<file path="config.mk">
export PLATFORM = sky130hd
export DESIGN_NAME = gate_bist_controller
export DESIGN_NICKNAME = d
export VERILOG_FILES = /design/src/rtl/gate_bist_pkg.sv /design/src/rtl/bist_lfsr16.sv /design/src/rtl/gate_bist_controller.sv
export SDC_FILE = /design/constraint.sdc
export NUM_CORES = 1
export LEC_CHECK = 0
export ABC_AREA = 1
export CAP_MARGIN = 20
export CORE_ASPECT_RATIO = 0.9
export CORE_MARGIN = 2
export CORE_UTILIZATION = 45
export DETAILED_ROUTE_END_ITERATION = 8
export PLACE_DENSITY = 0.77
export SYNTH_ARGS = -nofsm -noshare
export SYNTH_HDL_FRONTEND = slang
export SYNTH_SLANG_ARGS = --single-unit
</file>
<file path="constraint.sdc">
create_clock -name clk -period 2.9 [get_ports clk]
set_input_delay 0.29 -clock clk [delete_from_list [all_inputs] [get_ports clk]]
set_output_delay 0.29 -clock clk [all_outputs]
set_load 0.01 [all_outputs]
</file>
<file path="src/rtl/gate_bist_pkg.sv">
// Shared types and constants for the gate-model BIST controller.
// The LFSR and the MISR share one polynomial, x^16+x^14+x^13+x^11+1.
package gate_bist_pkg;

   typedef enum logic [2:0] {
      IDLE    = 3'd0,
      LOAD    = 3'd1,
      APPLY   = 3'd2,
      CAPTURE = 3'd3,
      DONE    = 3'd4
   } bist_state_t;

   localparam int LFSR_W = 16;
   localparam logic [LFSR_W-1:0] POLY_TAPS = 16'hB400;  // bits 15,13,12,10
   localparam logic [LFSR_W-1:0] SEED_FIX  = 16'h0001;

   function automatic logic lfsr_fb(input logic [LFSR_W-1:0] r);
      return ^(r & POLY_TAPS);
   endfunction

endpackage

</file>
<file path="src/rtl/bist_lfsr16.sv">
// 16-bit shift register with polynomial feedback and a parallel XOR input;
// tie pin to zero for a pattern generator, feed responses in for a MISR.
module bist_lfsr16
   import gate_bist_pkg::*;
#(
   parameter logic [LFSR_W-1:0] RST_VAL = '0
) (
   input  logic              clk,
   input  logic              rst,
   input  logic              load,
   input  logic              step,
   input  logic [LFSR_W-1:0] pin,
   input  logic [LFSR_W-1:0] seed,
   output logic [LFSR_W-1:0] value
);

   always_ff @(posedge clk or posedge rst) begin
      if (rst) begin
         value <= RST_VAL;
      end else if (load) begin
         value <= seed;
      end else if (step) begin
         value <= {value[LFSR_W-2:0], lfsr_fb(value)} ^ pin;
      end
   end

endmodule

</file>
<file path="src/rtl/gate_bist_controller.sv">
// BIST driver for one combinational gate model: LFSR patterns in, settle,
// compact responses into a MISR signature and compare against a golden value.
module gate_bist_controller
   import gate_bist_pkg::*;
#(
   parameter int NUM_IN    = 14,
   parameter int NUM_OUT   = 10,
   parameter int PAT_COUNT = 1024,
   parameter int SETTLE    = 2
) (
   input  logic               clk,
   input  logic               rst,
   input  logic               start,
   input  logic               abort,
   input  logic [LFSR_W-1:0]  seed,
   input  logic [LFSR_W-1:0]  exp_sig,
   output logic [NUM_IN-1:0]  dut_in,
   input  logic [NUM_OUT-1:0] dut_out,
   output logic               busy,
   output logic               done,
   output logic               pass,
   output logic [LFSR_W-1:0]  signature,
   output bist_state_t        dbg_state
);

   localparam int CW = $clog2(PAT_COUNT + 1);
   localparam int SW = $clog2(SETTLE + 1);

   bist_state_t       state, state_nx;
   logic [LFSR_W-1:0] lfsr, misr, load_seed, misr_pin;
   logic [CW-1:0]     pat_cnt, pat_nx;
   logic [SW-1:0]     set_cnt;
   logic              gen_load, gen_step, misr_load, misr_step;
   logic              settled, last_pat, drive;

   assign load_seed = (seed == '0) ? SEED_FIX : seed;
   assign misr_pin  = LFSR_W'(dut_out);
   assign pat_nx    = pat_cnt + CW'(1);
   assign settled   = (set_cnt == SW'(SETTLE - 1));
   assign last_pat  = (pat_nx == CW'(PAT_COUNT));

   always_ff @(posedge clk or posedge rst) begin
      if (rst) state <= IDLE;
      else     state <= state_nx;
   end

   // Abort takes precedence over every transition and wipes the signature.
   always_comb begin
      state_nx  = state;
      gen_load  = 1'b0;
      gen_step  = 1'b0;
      misr_load = 1'b0;
      misr_step = 1'b0;
      if (abort) begin
         state_nx  = IDLE;
         misr_load = 1'b1;
      end else begin
         case (state)
            IDLE:    if (start) state_nx = LOAD;
            LOAD: begin
               gen_load  = 1'b1;
               misr_load = 1'b1;
               state_nx  = APPLY;
            end
            APPLY:   if (settled) state_nx = CAPTURE;
            CAPTURE: begin
               gen_step  = 1'b1;
               misr_step = 1'b1;
               state_nx  = last_pat ? DONE : APPLY;
            end
            DONE:    if (start) state_nx = LOAD;
            default: state_nx = IDLE;
         endcase
      end
   end

   always_ff @(posedge clk or posedge rst) begin
      if (rst) begin
         pat_cnt <= '0;
         set_cnt <= '0;
      end else if (abort || state == LOAD) begin
         pat_cnt <= '0;
         set_cnt <= '0;
      end else if (state == APPLY) begin
         set_cnt <= set_cnt + SW'(1);
      end else if (state == CAPTURE) begin
         set_cnt <= '0;
         pat_cnt <= pat_nx;
      end
   end

   bist_lfsr16 #(.RST_VAL(SEED_FIX)) u_gen (
      .clk   (clk),
      .rst   (rst),
      .load  (gen_load),
      .step  (gen_step),
      .pin   ('0),
      .seed  (load_seed),
      .value (lfsr)
   );

   bist_lfsr16 #(.RST_VAL('0)) u_misr (
      .clk   (clk),
      .rst   (rst),
      .load  (misr_load),
      .step  (misr_step),
      .pin   (misr_pin),
      .seed  ('0),
      .value (misr)
   );

   assign drive     = (state == APPLY) || (state == CAPTURE);
   assign dut_in    = drive ? lfsr[NUM_IN-1:0] : '0;
   assign busy      = (state == LOAD) || drive;
   assign done      = (state == DONE);
   assign pass      = done && (misr == exp_sig);
   assign signature = misr;
   assign dbg_state = state;

endmodule

</file>
==> impl_metrics.env <==
export IMPL_criticalPathCategory="flip-flop to output port"
export IMPL_drive_gt1_frac=0.100
export IMPL_vdd_drop_max_v=0.000505
export IMPL_n_antenna_cell=0
export IMPL_wl_um=7030
export IMPL_viasPerCell=5.20
export IMPL_setup_violations=0
export IMPL_synth_distinct_cells=35
export IMPL_synth_cells=345
export IMPL_dieWidth_um=87.2
export IMPL_fin_crit_sh=0.865
export IMPL_synth_top_area_frac=0.419
export IMPL_rsz0062_at_grt="false"
export IMPL_slowest_stage="clkdlybuf4s50_1"
export IMPL_die_h_um=78.9
export IMPL_dr_wl_met3_um=538
export IMPL_drc=0
export IMPL_p_per_area_nw_per_um2=589
export IMPL_top_layer_used="met4"
export IMPL_vias=2604
export IMPL_regArea_sq_um=1200
export IMPL_num_rows=27
export IMPL_io_buffers=81
export IMPL_drt_initial_drc_count=117
export IMPL_wl_met1_um=3130
export IMPL_syn2layout_area_growth_pct=34.5
export IMPL_synthAdderAreaFrac=0.00892
export IMPL_hold_slack_ns=0.169
export IMPL_critPathCaptureType="output port"
export IMPL_hp_class="input port to asynchronous set/reset pin"
export IMPL_grt_max_degree=49
export IMPL_hpwlAfterDp_um=5290
export IMPL_grt_pass1_wl_um=11700
export IMPL_synth_area_leader_cell="dfrtp_1"
export IMPL_hold_viol=0
export IMPL_dr_pass1_iters=4
export IMPL_final_nets=476
export IMPL_multi_input_area_sq_um=1350
export IMPL_pin_count=82
export IMPL_crit_arrival_ns=2.22
export IMPL_maxSlewViolCount=0
export IMPL_syn_avg_cell_area_sq_um=8.13
export IMPL_timing_fmax_mhz=399
export IMPL_max_slew_margin=0.617
export IMPL_cap_violations=0
export IMPL_power_leakage_nw=1.64
export IMPL_cts_tree="built"
export IMPL_path_delay_family="simple AND/OR/NAND/NOR gates"
export IMPL_cts_root_buffer="clkbuf_8"
export IMPL_clkLatencyLatePin_ns=0.31
export IMPL_die_area_sq_um=6880
export IMPL_coreArea_sq_um=6080
export IMPL_grt_antenna_before_repair=0
export IMPL_cts_buffer_depth=2
export IMPL_worst_ep_required_time_ns=2.61
export IMPL_yosysWarnings=0
export IMPL_synth_area_sq_um=2800
export IMPL_synth_area_leaders="dfrtp_1 (42%), nand2_1 (8.6%), inv_1 (6.0%)"
export IMPL_ys_seq_area_frac=0.429
export IMPL_synth_seq_cells=48
export IMPL_path_buf_inv=1
export IMPL_wl_per_cell_um=14.0
export IMPL_clk_pin_slew_ns=0.09
export IMPL_gr_usage_all_layers=0.215
export IMPL_grt_pass1_vias=2579
export IMPL_start_util=0.461
export IMPL_grt_overflow=0
export IMPL_synth_top_family_by_area="simple AND/OR/NAND/NOR gates"
export IMPL_synth_mux_area_frac=0
export IMPL_holdBufCountCts=0
export IMPL_fin_crit_ns=2.51
export IMPL_fin_setup_tns_ns=0
export IMPL_num_fill_cells=537
export IMPL_status="finished, final reports clean"
export IMPL_dr_wl_met2_um=3310
export IMPL_synth_xor_area_frac=0.0812
export IMPL_cp_start_kind="flip-flop"
export IMPL_post_cts_buffers=0
export IMPL_cp_max_fo=5
export IMPL_cts_buffers_inserted=5
export IMPL_skew_ns=0.00994
export IMPL_h_tree_depth=2
export IMPL_worstMarginPinSlew_ns=0.573
export IMPL_cts_sinks=48
export IMPL_synth_compound_area_frac=0.161
export IMPL_antenna_left=0
export IMPL_place_congestion=0.832
export IMPL_crit_path_cell_trace="or2_2 > nor2_2 > nand2_1 > nor3_1 > nand3_1 > nor2_1 > clkdlybuf4s50_1"
export IMPL_synthSimpleGateAreaFrac=0.229
export IMPL_synth_fp_nets=393
export IMPL_ctsResizeCount=0
export IMPL_slowest_delay_ns=0.54
-- registers in the layout, summed over array words and instances (netlist names) --
name	count
u_misr.value	16
set_cnt	2
dbg_state	3
u_gen.value	16
pat_cnt	11
-- final cells by class --
type                    count  area share
clock buffers               5      0.0182
clock inverters             3     0.00630
inverters                  51      0.0514
multi-input cells         238       0.357
flip-flops and latches     48       0.319
well taps                  72      0.0239
repair buffers             84       0.224
-- layer usage --
layer  track usage  vias up
met5             0        -
met4        0.0508        0
met3        0.0437        4
met2         0.372       91
met1         0.275     1217
li1              -     1292
-- where the power goes --
group / internal, W / leakage [nW] / total [W] / switching, W
clock network: 0.000171 / 0.0404 / 0.000411 / 0.000240
registers: 0.000805 / 0.621 / 0.000888 / 0.0000836
logic: 0.000425 / 0.979 / 0.000921 / 0.000496
total: 0.00140 / 1.64 / 0.00222 / 0.000820
-- worst reg2reg max path, cell delays in order (launching register included) --
cell,delay (ns)
dfrtp_1,0.44
nand2_1,0.10
inv_2,0.05
nand2_4,0.14
nor2_8,0.09
nor2_2,0.48
inv_1,0.25
o22ai_1,0.18
a21oi_1,0.06
-- synthesized netlist by cell type --
cell / n
buf_4: 4
xnor2_1: 19
buf_6: 2
inv_4: 1
dfstp_2: 1
nand3_2: 3
a21oi_1: 11
o31ai_1: 3
nand4_1: 2
nor4_1: 1
dfrtp_1: 47
nand2_2: 2
nor2_4: 1
nand3_1: 12
nand2_4: 1
a221oi_2: 7
a221oi_1: 2
nor3_1: 3
or2_2: 3
o21ai_0: 17
o21ai_2: 1
nor2_2: 5
ha_1: 2
buf_2: 1
o21ai_1: 6
o22ai_1: 19
nor2_1: 44
buf_1: 1
xor2_1: 7
nor3b_1: 1
inv_2: 5
a22o_1: 1
nand2_1: 64
inv_1: 45
nor2_8: 1
-- cells by family (layout without fill, tap and decap cells) --
logic type / after synthesis / count (layout)
AND/OR/NAND/NOR: 143 / 143
AO/OA/AOI/OAI: 67 / 67
buffers and inverters: 59 / 143
flip-flops: 48 / 48
XOR/XNOR: 26 / 26
adder cells (fa/ha/maj): 2 / 2
-- cells in the final DEF, fill, tap and decap left out, types with 6 or more instances in the layout --
cell             count
a21oi_1             11
o21ai_1              6
xor2_1               7
o21ai_0             17
a221oi_2             7
inv_1               44
dfrtp_1             47
clkdlybuf4s50_1     81
nor2_1              44
inv_2                6
nand2_1             64
nand3_1             12
o22ai_1             19
xnor2_1             19
-- stage by stage --
step	total power [W]	utilization	std cells	cell area, sq um	setup slack, ns
final	0.00222	0.620	501	3770	0.392
after global routing	0.00236	0.620	501	3770	0.201
after CTS	0.00223	0.617	500	3750	0.392
after detailed placement	0.00182	0.602	492	3660	0.628
after global placement	0.00180	0.602	492	3660	0.627
after floorplan	0.00147	-	345	2800	1.22
-- final timing paths --
path | from | endpoint | slack, ns | depth (start not counted)
max | dbg_state[0]$_DFFE_PP0P_ | pass | 0.39 | 7
min | rst | u_misr.value[4]$_DFFE_PP0P_ | 0.17 | 2
max reg2reg | dbg_state[1]$_DFFE_PP0P_ | u_gen.value[11]$_DFFE_PP0P_ | 1.00 | 8
min reg2reg | set_cnt[0]$_DFFE_PP0P_ | set_cnt[0]$_DFFE_PP0P_ | 0.51 | 1
max in group asynchronous | rst | u_gen.value[0]$_DFFE_PP1P_ | 2.10 | 4
min in group clk | set_cnt[0]$_DFFE_PP0P_ | set_cnt[0]$_DFFE_PP0P_ | 0.51 | 1
Power figures use the tool's default switching activity.
==> edit: new RTL, same settings <==
The parameter `NUM_OUT` goes from 10 to 12.
--- a/src/rtl/gate_bist_controller.sv
+++ b/src/rtl/gate_bist_controller.sv
@@ -6,3 +6,3 @@
    parameter int NUM_IN    = 14,
-   parameter int NUM_OUT   = 10,
+   parameter int NUM_OUT   = 12,
    parameter int PAT_COUNT = 1024,
Ports: changed (resized dut_out); port bits go from 82 to 84. The function was not compared with the original's and may differ.
==> edit against the unedited design <==
Wire length rose by 0.74%. Power down 9.6%. Global-route usage increased by 0.93 points. Synthesized cell count decreased by 0.29%. Area after synthesis down 2.6%. Final area fell by 1.4%. Sequential cell count unchanged. Final cell count down 0.60%. Worst setup slack lost 0.011 ns. First-iteration DRC count rose by 22%.
==> edit: results (changes against the unedited design) <==
sta:
  skew_ns: 0.00602  # -0.00392 ns
  slew_headroom: 0.618  # +0.000808
  finalCritPeriodShare: 0.869  # +0.00368
synthesis:
  synth_compound_area_frac: 0.154  # -0.00717
  synth_nets: 394  # +0.25%
  syn_avg_cell_area_um2: 7.94  # -2.3%
  synth_mux_area_frac: 0  # unchanged
  yosys.area_share.adder: 0.00916  # +0.000237
  synthArstFlopShare: 1.00  # unchanged
  ys_types: 36  # +2.9%
  synth_common_cells: "nand2_1 (68), dfrtp_1 (47), nor2_1 (45)"
  synth_top_cells_by_area: "dfrtp_1 (43%), nand2_1 (9.3%), nor2_1 (6.2%)"
  ys_seq_area_frac: 0.440  # +0.0114
  synthXorXnorAreaFrac: 0.0738  # -0.00746
global_routing:
  grt.met2_usage: 0.364  # -0.00741
  track_usage: 0.224  # +0.00929
  globalRouteMet3Util: 0.0553  # +0.0117
  grt_pass1_wl_um: 12000  # +1.8%
  grt_max_degree: 35  # -29%
  use_met1: 0.292  # +0.0162
place:
  portBuffers: 83  # +2.5%
  dp.final_hpwl_um: 5260  # -0.62%
  place_area_mm2: 0.00361  # -1.3%
  place_ws_ns: 0.491  # -0.137 ns
  dp.cells: 490  # -0.41%
  gp_congestion: 0.882  # +6.1%
worst_setup_path:
  cp-startpoint: "u_misr.value[10]"
  rr_endpoint: "dbg_state[1]"
  rrSetupSlack_ns: 1.15  # +0.15 ns
  rr_worst_depth: 10  # +2
  r2r-start: "pat_cnt[0]"
  cp_max_fo: 6  # +1
clocking:
  numCtsBuffers: 5  # unchanged
  path_clk_slew_ns: 0.09  # about the same
  root_buffer: "clkbuf_8"
  post_cts_buffers: 0  # unchanged
  clockBufferDepth: 2  # unchanged
run_status:
  outcome: "complete, no violations"
power:
  leakagePower_nw: 1.62  # -1.4%
  peakVddDrop_mv: 0.399  # -21%
routing:
  via_count: 2615  # +0.42%
  finalWirelength_um: 7080  # +0.74%
  first_iter_violations: 143  # +22%
  viasPerCell: 5.25  # +1.0%
cells_and_area:
  area_growth_pct: 36.1
  drive_gt1_frac: 0.0701  # -0.0301
  nFillCells: 486  # -9.5%
  nets: 477  # +0.21%
## edit: metal layers
metal / vias up / routed length, um
met1: 1231 / 3170
met2: 79 / 3370
met4: 0 / 79
met5: - / 0
met3: 6 / 457
li1: 1299 / -
## edit: kinds of logic after synthesis
| kind of cell | after synthesis |
|---|---|
| xor gates and xnor gates | 23 |
| buffers and inverters | 55 |
| AOI/OAI and AO/OA | 69 |
| adders and majority gates | 2 |
| and+or+nand+nor | 147 |
| DFF | 48 |
## edit: area by class of cell
class,instances,area share
Clock inverter,2,0.00942
Sequential cell,48,0.323
Tap cell,70,0.0236
Timing Repair Buffer,84,0.226
Multi-Input combinational cell,241,0.350
Inverter,47,0.0481
Clock buffer,6,0.0195
## edit: stage by stage
| step | hold WS, ns | power (mW) |
|---|---|---|
| final | 0.265 | 2.01 |
| after CTS | 0.273 | 2.02 |
| after floorplan | 0.429 | 1.26 |
| after detailed placement | 0.478 | 1.53 |
| after global routing | 0.292 | 2.14 |
| after global placement | 0.471 | 1.52 |
## edit: critical path: stages, from the launching register on
cell and delay (ns):
dfrtp_1 0.47, or2_2 0.32, a221oi_1 0.35, nand3_1 0.11, nor2_1 0.12, clkdlybuf4s50_1 0.55
## edit: report_power, final
group	internal (mW)	leakage [nW]	switching, mW
registers	0.795	0.618	0.0733
logic	0.313	0.943	0.339
clock network	0.256	0.0552	0.230
total	1.36	1.62	0.642
## edit: worst min path at each step
stage / from / to / slack [ns] / cells after the start
6_report: rst / u_gen.value[5] / 0.27 / 2
3_3_place_gp: set_cnt[1] / set_cnt[1] / 0.47 / 2
4_1_cts: rst / u_gen.value[5] / 0.27 / 2
2_1_floorplan: seed[1] / u_gen.value[1] / 0.43 / 2
5_1_grt: rst / u_gen.value[5] / 0.29 / 2
3_5_place_dp: set_cnt[1] / set_cnt[1] / 0.48 / 2
